$ cat src/rtl/sio_uart_pkg.sv
// sio_uart_pkg: shared types and constants for the SIO UART transmit/receive paths.
// Optional build macro used by sio_uart_tx: SIO_UART_TX_PARITY_EN.
package sio_uart_pkg;

    // Transmit frame sequencer states; PARITY is only reachable in parity builds
    typedef enum logic [2:0] {
        IDLE   = 3'd0,
        START  = 3'd1,
        DATA   = 3'd2,
        PARITY = 3'd3,
        STOP   = 3'd4
    } tx_state_t;

    localparam int unsigned DATA_BITS = 8;
    localparam int unsigned STOP_BITS = 1;

    // clk_sys rates for the two video standards and the resulting 19200 baud divisors
    localparam int unsigned CLK_SYS_NTSC_HZ = 21_477_272;
    localparam int unsigned CLK_SYS_PAL_HZ  = 21_281_370;
    localparam int unsigned BAUD_19200      = 19_200;

    localparam logic [15:0] DIV_19200_NTSC =
        16'((CLK_SYS_NTSC_HZ + BAUD_19200 / 2) / BAUD_19200 - 1);
    localparam logic [15:0] DIV_19200_PAL =
        16'((CLK_SYS_PAL_HZ + BAUD_19200 / 2) / BAUD_19200 - 1);

endpackage

$ cat src/rtl/sio_uart_fifo.sv
// sio_uart_fifo: single-clock byte FIFO with occupancy count, shared by the SIO UART paths.
// Read data is show-ahead: pop_data always presents the head entry.
module sio_uart_fifo #(
    parameter int FIFO_DEPTH = 16,
    parameter int DATA_W     = 8
) (
    input  logic                          clk_sys,
    input  logic                          reset,
    input  logic                          push,
    input  logic [DATA_W-1:0]             push_data,
    input  logic                          pop,
    output logic [DATA_W-1:0]             pop_data,
    output logic [$clog2(FIFO_DEPTH):0]   count,
    output logic                          full,
    output logic                          empty
);

    localparam int AW = $clog2(FIFO_DEPTH);
    localparam int CW = AW + 1;
    localparam logic [AW-1:0] PTR_ONE = AW'(1);
    localparam logic [CW-1:0] CNT_ONE = CW'(1);

    logic [DATA_W-1:0] mem [FIFO_DEPTH];
    logic [AW-1:0]     wr_ptr;
    logic [AW-1:0]     rd_ptr;
    logic [CW-1:0]     count_q;
    logic              do_push;
    logic              do_pop;

    // Writes into a full FIFO and reads from an empty one are ignored
    assign do_push  = push && !full;
    assign do_pop   = pop && !empty;
    assign full     = (count_q == CW'(FIFO_DEPTH));
    assign empty    = (count_q == '0);
    assign count    = count_q;
    assign pop_data = mem[rd_ptr];

    // Pointers wrap naturally because the depth is a power of two
    always_ff @(posedge clk_sys) begin
        if (reset) begin
            wr_ptr  <= '0;
            rd_ptr  <= '0;
            count_q <= '0;
        end else begin
            if (do_push) wr_ptr <= wr_ptr + PTR_ONE;
            if (do_pop)  rd_ptr <= rd_ptr + PTR_ONE;
            case ({do_push, do_pop})
                2'b10:   count_q <= count_q + CNT_ONE;
                2'b01:   count_q <= count_q - CNT_ONE;
                default: count_q <= count_q;
            endcase
        end
    end

    // Storage array carries data only, so it is left out of reset
    always_ff @(posedge clk_sys) begin
        if (do_push) mem[wr_ptr] <= push_data;
    end

endmodule

$ cat src/rtl/sio_uart_tx.sv
// sio_uart_tx: byte-wide valid/ready input, FIFO buffered, 8N1 serialiser driving UART_TX.
// Define SIO_UART_TX_PARITY_EN to add a parity bit (port parity_odd, 11-bit frames).
module sio_uart_tx
    import sio_uart_pkg::*;
#(
    parameter int FIFO_DEPTH = 16,
    parameter int DIV_W      = 16
) (
    input  logic                          clk_sys,
    input  logic                          reset,
    input  logic [DIV_W-1:0]              divisor,
`ifdef SIO_UART_TX_PARITY_EN
    input  logic                          parity_odd,
`endif
    input  logic [7:0]                    data_in,
    input  logic                          data_valid,
    output logic                          data_ready,
    output logic                          uart_tx,
    output logic                          busy,
    output logic [$clog2(FIFO_DEPTH):0]   fifo_count
);

    localparam int BC_W = $clog2(DATA_BITS);
    localparam logic [BC_W-1:0]  LAST_BIT = BC_W'(DATA_BITS - 1);
    localparam logic [BC_W-1:0]  BIT_ONE  = BC_W'(1);
    localparam logic [DIV_W-1:0] BAUD_ONE = DIV_W'(1);

    tx_state_t              state_q, state_d;
    logic [DATA_BITS-1:0]   shift_q, shift_d;
    logic [DIV_W-1:0]       div_q, div_d;
    logic [DIV_W-1:0]       baud_cnt, baud_d;
    logic [BC_W-1:0]        bit_cnt, bit_d;
    logic                   tx_q, tx_d;
`ifdef SIO_UART_TX_PARITY_EN
    logic                   par_q, par_d;
`endif

    logic                   fifo_pop;
    logic [7:0]             fifo_data;
    logic                   fifo_full;
    logic                   fifo_empty;
    logic                   bit_end;
    logic                   start_frame;

    sio_uart_fifo #(
        .FIFO_DEPTH (FIFO_DEPTH),
        .DATA_W     (8)
    ) u_fifo (
        .clk_sys   (clk_sys),
        .reset     (reset),
        .push      (data_valid && !fifo_full),
        .push_data (data_in),
        .pop       (fifo_pop),
        .pop_data  (fifo_data),
        .count     (fifo_count),
        .full      (fifo_full),
        .empty     (fifo_empty)
    );

    assign data_ready = !fifo_full;
    assign uart_tx    = tx_q;
    assign busy       = (state_q != IDLE) || !fifo_empty;
    assign bit_end    = (baud_cnt == '0);

    // A new frame starts from IDLE, or straight out of the stop bit when more bytes wait
    assign start_frame = !fifo_empty &&
                         ((state_q == IDLE) || ((state_q == STOP) && bit_end));

    // Next-state, bit timing, shift register and line level
    always_comb begin
        state_d  = state_q;
        shift_d  = shift_q;
        div_d    = div_q;
        baud_d   = baud_cnt;
        bit_d    = bit_cnt;
        tx_d     = tx_q;
        fifo_pop = 1'b0;
`ifdef SIO_UART_TX_PARITY_EN
        par_d    = par_q;
`endif

        case (state_q)
            IDLE: begin
                tx_d = 1'b1;
            end
            START: begin
                if (bit_end) begin
                    tx_d    = shift_q[0];
                    bit_d   = '0;
                    baud_d  = div_q;
                    state_d = DATA;
                end else begin
                    baud_d = baud_cnt - BAUD_ONE;
                end
            end
            DATA: begin
                if (bit_end) begin
                    baud_d = div_q;
                    if (bit_cnt == LAST_BIT) begin
`ifdef SIO_UART_TX_PARITY_EN
                        tx_d    = par_q;
                        state_d = PARITY;
`else
                        tx_d    = 1'b1;
                        state_d = STOP;
`endif
                    end else begin
                        shift_d = {1'b0, shift_q[DATA_BITS-1:1]};
                        bit_d   = bit_cnt + BIT_ONE;
                        tx_d    = shift_q[1];
                    end
                end else begin
                    baud_d = baud_cnt - BAUD_ONE;
                end
            end
`ifdef SIO_UART_TX_PARITY_EN
            PARITY: begin
                if (bit_end) begin
                    tx_d    = 1'b1;
                    baud_d  = div_q;
                    state_d = STOP;
                end else begin
                    baud_d = baud_cnt - BAUD_ONE;
                end
            end
`endif
            STOP: begin
                if (bit_end) begin
                    tx_d    = 1'b1;
                    state_d = IDLE;
                end else begin
                    baud_d = baud_cnt - BAUD_ONE;
                end
            end
            default: begin
                tx_d    = 1'b1;
                state_d = IDLE;
            end
        endcase

        // Frame start overrides the above: pop head, freeze divisor for the whole frame
        if (start_frame) begin
            fifo_pop = 1'b1;
            shift_d  = fifo_data;
            div_d    = divisor;
            baud_d   = divisor;
            tx_d     = 1'b0;
            state_d  = START;
`ifdef SIO_UART_TX_PARITY_EN
            par_d    = (^fifo_data) ^ parity_odd;
`endif
        end
    end

    // Control state: sequencer, counters and the registered line output
    always_ff @(posedge clk_sys) begin
        if (reset) begin
            state_q  <= IDLE;
            tx_q     <= 1'b1;
            baud_cnt <= '0;
            bit_cnt  <= '0;
        end else begin
            state_q  <= state_d;
            tx_q     <= tx_d;
            baud_cnt <= baud_d;
            bit_cnt  <= bit_d;
        end
    end

    // Frame data: only meaningful once a frame has been started, so not reset
    always_ff @(posedge clk_sys) begin
        shift_q <= shift_d;
        div_q   <= div_d;
`ifdef SIO_UART_TX_PARITY_EN
        par_q   <= par_d;
`endif
    end

endmodule

$ cat config.mk
export PLATFORM = sky130hd
export DESIGN_NAME = sio_uart_tx
export DESIGN_NICKNAME = d
export VERILOG_FILES = /design/src/rtl/sio_uart_pkg.sv /design/src/rtl/sio_uart_fifo.sv /design/src/rtl/sio_uart_tx.sv
export SDC_FILE = /design/constraint.sdc
export NUM_CORES = 1
export LEC_CHECK = 0
export CAP_MARGIN = 20
export CORE_ASPECT_RATIO = 0.6
export CORE_MARGIN = 4
export CORE_UTILIZATION = 30
export CTS_CLUSTER_DIAMETER = 120
export DETAILED_ROUTE_END_ITERATION = 6
export GPL_TIMING_DRIVEN = 0
export SKIP_CTS_REPAIR_TIMING = 1
export SLEW_MARGIN = 25
export SYNTH_ARGS = -nofsm -noshare
export SYNTH_HDL_FRONTEND = slang
export SYNTH_HIERARCHICAL = 1
export SYNTH_SLANG_ARGS = --single-unit
$ cat constraint.sdc
create_clock -name clk_sys -period 7.3 [get_ports clk_sys]
set_input_delay 0.73 -clock clk_sys [delete_from_list [all_inputs] [get_ports clk_sys]]
set_output_delay 0.73 -clock clk_sys [all_outputs]
set_load 0.02 [all_outputs]
==> flow_metrics.env, run 1 <==
export IMPL_crit_required_ps=7620
export IMPL_final_setup_viol_count=0
export IMPL_tightest_slew_ps=933
export IMPL_p_leak_nw=3.24
export IMPL_crit_buf_inv=6
export IMPL_vias_per_cell=5.05
export IMPL_fin_area_mm2=0.00974
export IMPL_syn_area_per_cell_um2=14.5
export IMPL_synth_edff_count=152
export IMPL_maxSlewHeadroom_pct=37.6
export IMPL_grt_first_pass_wirelength_um=28600
export IMPL_drive_above_1_share_pct=16.2
export IMPL_syn_nets=614
export IMPL_cts_sinks=192
export IMPL_nets=667
export IMPL_gp_congestion=0.817
export IMPL_ys_warn_count=6
export IMPL_ys_types=72
export IMPL_r2r_slack_ps=2700
export IMPL_yosysSeqAreaShare_pct=64.3
export IMPL_rr_endpoint="u_fifo/count[4]"
export IMPL_crit_family="buffers and inverters"
export IMPL_first_pass_iters=5
export IMPL_num_vias=5064
export IMPL_cp_start_kind="flop"
export IMPL_grt_start_max_net_pins=29
export IMPL_grt_usage_pct=12.5
export IMPL_antenna_found_initial=0
export IMPL_holdPathEnd="bit_cnt[0]"
export IMPL_diodes=0
export IMPL_synthFlopType="edfxtp_1"
export IMPL_portBuffers=34
export IMPL_power_density_mw_per_mm2=352
export IMPL_ys_seq_elements=192
export IMPL_ios=35
export IMPL_cts_tree="done"
export IMPL_maxCapViolCount=0
export IMPL_coreArea_mm2=0.0269
export IMPL_drc_errors=0
export IMPL_grt_overflow=0
export IMPL_synth_area_mm2=0.00834
export IMPL_layout_common_cells="152 x edfxtp_1, 51 x nor2_1, 49 x nand2_1"
export IMPL_die_h_um=137
export IMPL_ir_drop_uv=186
export IMPL_drt_iter0_markers=491
export IMPL_synth_cells=576
export IMPL_clock_path_buffers=2
export IMPL_crit_slowest_cell="buf_2"
export IMPL_worstHoldStart="bit_cnt[0]"
export IMPL_status="finished clean"
export IMPL_wire_per_inst_um=18.9
export IMPL_whs_ps=480
export IMPL_hold_class="reg -> reg"
export IMPL_cts_buffers=17
export IMPL_fin_crit_ps=4600
export IMPL_drt_wl_total_um=18900
export IMPL_die_area_mm2=0.0306
export IMPL_die_w_um=223
export IMPL_cts_max_level=4
export IMPL_slowest_delay_ps=580
export IMPL_tns_ps=0
export IMPL_syn_to_final_growth_pct=16.7
export IMPL_critPathCaptureType="flop"
export IMPL_fmax_ghz=0.217
export IMPL_async_flop_share_pct=0
export IMPL_path_max_fanout=28
export IMPL_postRouteAntennaNets=0
export IMPL_r2r_start="baud_cnt[0]"
export IMPL_initial_utilization_pct=31.0
export IMPL_clk_insertion_delay_late_ps=440
export IMPL_path_common_cell="ha_1"
export IMPL_reg2reg_depth=18
export IMPL_fin_skew_ps=9.90
export IMPL_dpl_hpwl_um=13100
export IMPL_layout_commonest_cell="edfxtp_1"
export IMPL_hold_viol_final=0
export IMPL_finalMaxSlewViolations=0
export IMPL_critPathArrivalTime_ps=4920
export IMPL_path_class="reg -> reg"
export IMPL_rsz0062_at_grt="no"
export IMPL_grt_pass1_vias=4640
export IMPL_clk_pin_slew_ps=70
export IMPL_fin_crit_sh_pct=63.0
export IMPL_cts_root_buf="clkbuf_16"
export IMPL_whs_path_depth=2
export IMPL_placed_area_mm2=0.00916
export IMPL_rows=46
export IMPL_worstPathCellList="inv_1, ha_1, nor3b_1, and4_1, buf_4, o21ai_4, clkinv_4, buf_2, o21ai_4, inv_1, ha_1, clkbuf_1, xor2_1, ha_1, nand2_1, o21ai_0, nor3_1, nand4bb_1"
routing by layer:
layer	up-vias	global-route usage, %	wire, um
met5	-	0	0
met4	0	3.39	195
met3	16	2.98	1140
met2	152	15.6	7230
met1	2550	20.8	10300
li1	2346	-	-
registers in the layout, indices dropped and copies added, names as in the netlist, named ones only:
name and cells:
u_fifo/mem 128, shift_q 8, div_q 16, bit_cnt 3, state_q 3, uart_tx 1, u_fifo/wr_ptr 4, baud_cnt 16
u_fifo/count 5, u_fifo/rd_ptr 4
synthesized netlist by cell type, types with 4 or more instances:
library cell	n	area [um^2]
a211o_1	4	35.0
a211oi_1	9	67.6
a21oi_1	18	90.1
a22oi_1	22	165
buf_2	9	45.0
buf_6	5	56.3
clkbuf_1	15	56.3
dfxtp_1	40	801
edfxtp_1	152	4560
ha_1	11	138
inv_1	9	33.8
mux2i_1	6	60.1
mux4_2	32	721
nand2_1	49	184
nand2b_1	6	37.5
nand3_1	5	25.0
nor2_1	51	191
nor2b_1	6	37.5
nor3_1	14	70.1
o211ai_1	10	75.1
o21ai_0	6	30.0
o22ai_1	4	25.0
xnor2_1	10	87.6
xor2_1	9	78.8
logic make-up (layout without fill, tap and decap cells):
family,after synthesis,count (layout),synth area share [%]
simple gates,168,168,10.4
fa+ha+maj,11,11,1.65
compound gates,103,103,9.45
buf+inv,44,110,2.67
xor+xnor,19,19,1.99
mux,39,39,9.54
flops,192,192,64.3
metrics by stage:
step	setup WS [ps]	total power [mW]	util, %	cells
finish	2700	3.43	36.2	1002
global route	2390	3.61	36.2	1002
CTS	2740	3.44	36.2	1002
detailed placement	2740	2.53	34.1	970
global placement	2830	2.51	34.0	970
floorplan	3530	2.21	-	576
worst max-delay path by stage:
stage / depth (start not counted) / start / end
final: 18 / baud_cnt[0] / u_fifo/count[4]
after global routing: 18 / baud_cnt[0] / u_fifo/count[4]
after CTS: 18 / baud_cnt[0] / u_fifo/count[4]
after detailed placement: 18 / baud_cnt[0] / u_fifo/count[4]
after global placement: 18 / baud_cnt[0] / u_fifo/count[4]
after floorplan: 18 / u_fifo/count[1] / u_fifo/count[4]
worst min-delay path: cells and delay by family (launching register included):
family / cells / cell delay, ps
AOI/OAI and AO/OA: 1 / 50
DFF: 1 / 330
and+or+nand+nor: 1 / 60
power breakdown:
part	switching, mW	internal, mW
Clock	0.455	0.454
Sequential	0.0936	1.37
Combinational	0.637	0.419
Total	1.19	2.24
area by class of cell:
class | count | area, um^2
fill | 2531 | 17100
sequential | 192 | 5370
multi-input combinational | 340 | 2780
tap | 360 | 450
clock buffer | 17 | 425
timing repair buffer | 34 | 340
buffer | 33 | 176
clock inverter | 15 | 154
inverter | 11 | 46.3
Power figures use the tool's default switching activity.
==> inputs of run 2 (changes only) <==
==> constraint.sdc (replaced) <==
create_clock -name clk_sys -period 3.8 [get_ports clk_sys]
set_input_delay 0.38 -clock clk_sys [delete_from_list [all_inputs] [get_ports clk_sys]]
set_output_delay 0.38 -clock clk_sys [all_outputs]
set_load 0.02 [all_outputs]
==> flow_metrics.env, run 2 (synthesized netlist as in run 1, its figures left out) <==
export IMPL_top_register="u_fifo/mem"
export IMPL_vias_per_cell=5.08
export IMPL_crit_family="compound AO/OA/AOI/OAI gates"
export IMPL_regArea_mm2=0.00537
export IMPL_path_common_cell="ha_1"
export IMPL_die_area_mm2=0.0306
export IMPL_critPathArrivalTime_ps=3920
export IMPL_cts_tree="done"
export IMPL_grt_start_max_net_pins=29
export IMPL_fmax_ghz=0.278
export IMPL_maxCapViolCount=0
export IMPL_power_density_mw_per_mm2=680
export IMPL_rsz0062_at_grt="no"
export IMPL_fin_crit_ps=3600
export IMPL_grt_overflow=0
export IMPL_reg2reg_depth=16
export IMPL_num_fill_cells=2528
export IMPL_holdPathEnd="bit_cnt[0]"
export IMPL_path_class="reg -> reg"
export IMPL_grt_pass1_vias=4640
export IMPL_clk_pin_slew_ps=80
export IMPL_slowest_delay_ps=410
export IMPL_finalMaxSlewViolations=0
export IMPL_fin_skew_ps=12.1
export IMPL_grt_usage_pct=12.5
export IMPL_ir_drop_uv=357
export IMPL_tns_ps=0
export IMPL_first_pass_iters=4
export IMPL_cp_start_kind="flop"
export IMPL_die_w_um=223
export IMPL_wire_per_inst_um=19.0
export IMPL_die_h_um=137
export IMPL_crit_required_ps=4120
export IMPL_crit_slowest_cell="dfxtp_2"
export IMPL_reg_largest_list="u_fifo/mem (128), baud_cnt (16), div_q (16)"
export IMPL_worstHoldStart="bit_cnt[0]"
export IMPL_r2r_slack_ps=200
export IMPL_initial_utilization_pct=31.0
export IMPL_largest_register_ff_count=128
export IMPL_clock_path_buffers=2
export IMPL_whs_path_depth=2
export IMPL_hold_viol_final=0
export IMPL_fin_crit_sh_pct=94.8
export IMPL_final_cells=1005
export IMPL_num_vias=5101
export IMPL_portBuffers=34
export IMPL_multiInputGateArea_mm2=0.00280
export IMPL_coreArea_mm2=0.0269
export IMPL_drc_errors=0
export IMPL_p_leak_nw=3.27
export IMPL_gp_congestion=0.817
export IMPL_grt_first_pass_wirelength_um=28600
export IMPL_cts_max_level=4
export IMPL_path_max_fanout=18
export IMPL_r2r_start="baud_cnt[0]"
export IMPL_critPathCaptureType="flop"
export IMPL_drt_wl_total_um=19100
export IMPL_maxSlewHeadroom_pct=38.5
export IMPL_drt_iter0_markers=494
export IMPL_worstPathCellList="inv_1, ha_1, nor3b_2, and4_1, buf_4, o21ai_4, clkinv_8, o21ai_4, inv_1, ha_1, clkbuf_2, xor2_1, ha_1, o31ai_2, o22ai_1, nand4bb_1"
export IMPL_rr_endpoint="u_fifo/count[4]"
export IMPL_crit_buf_inv=5
export IMPL_drive_above_1_share_pct=17.5
export IMPL_rows=46
export IMPL_postRouteAntennaNets=0
export IMPL_final_setup_viol_count=0
export IMPL_nets=670
export IMPL_cts_root_buf="clkbuf_16"
export IMPL_antenna_found_initial=0
export IMPL_ios=35
export IMPL_status="finished clean"
export IMPL_diodes=0
export IMPL_layout_commonest_cell="edfxtp_1"
export IMPL_dp_cells=970
export IMPL_tightest_slew_ps=920
export IMPL_dpl_hpwl_um=13100
export IMPL_layout_common_cells="152 x edfxtp_1, 50 x nor2_1, 49 x nand2_1"
export IMPL_syn_to_final_growth_pct=17.4
export IMPL_hold_class="reg -> reg"
export IMPL_cts_buffers=17
export IMPL_clk_insertion_delay_late_ps=440
export IMPL_cts_sinks=192
==> run 2: cell types whose count changed in the layout (fill, tap and decap cells not counted), sizes merged <==
cell  before  now
buf       18   20
inv       15   16
==> run 2: final cells by class <==
cell class	instances	area share, %
Sequential cell	192	54.8
Multi-Input combinational cell	340	28.6
Tap cell	360	4.60
Clock buffer	17	4.35
Timing Repair Buffer	37	3.71
Buffer	32	1.76
Clock inverter	15	1.57
Inverter	11	0.550
Timing Repair inverter	1	0.0895
==> run 2: power breakdown <==
part           leakage, nW  total [mW]  internal (mW)  switching [mW]
clock                0.275        1.75          0.873           0.879
combinational         1.28        2.10          0.840            1.26
sequential            1.71        2.81           2.62           0.182
==> run 2: routing by layer <==
layer / global-route usage, % / share of wire [%]
met5: 0 / 0
met4: 3.39 / 1.0
met3: 2.98 / 6.3
met2: 15.6 / 39
met1: 20.8 / 54
==> run 2: per-stage QoR <==
step           setup WS [ps]  total power [mW]  hold WS (ps)  cell area, um^2  util, %
2_1_floorplan           33.1              4.24           445             8340        -
3_3_place_gp            -672              4.83           458             9130     34.0
3_5_place_dp            -760              4.86           468             9160     34.1
4_1_cts                 -761              6.61           480             9740     36.2
5_1_grt                 16.4              6.99           495             9790     36.4
6_report                 197              6.65           484             9790     36.4
==> run 2: worst max-delay path by stage <==
| stage | from | to | slack, ps | depth (start not counted) |
|---|---|---|---|---|
| 6_report | baud_cnt[0] | u_fifo/count[4] | 200 | 16 |
| 5_1_grt | baud_cnt[1] | u_fifo/count[4] | 20 | 17 |
| 4_1_cts | baud_cnt[0] | u_fifo/count[4] | -760 | 18 |
| 3_5_place_dp | baud_cnt[0] | u_fifo/count[4] | -760 | 18 |
| 3_3_place_gp | baud_cnt[0] | u_fifo/count[4] | -670 | 18 |
| 2_1_floorplan | u_fifo/count[1] | u_fifo/count[4] | 30 | 18 |
==> run 2: worst reg2reg max path, delay by kind of cell (launching register included) <==
kind,cells,cell delay (ps)
xor+xnor,1,170
compound gates,4,890
flops,1,410
simple gates,3,550
fa+ha+maj,3,770
buf+inv,5,680
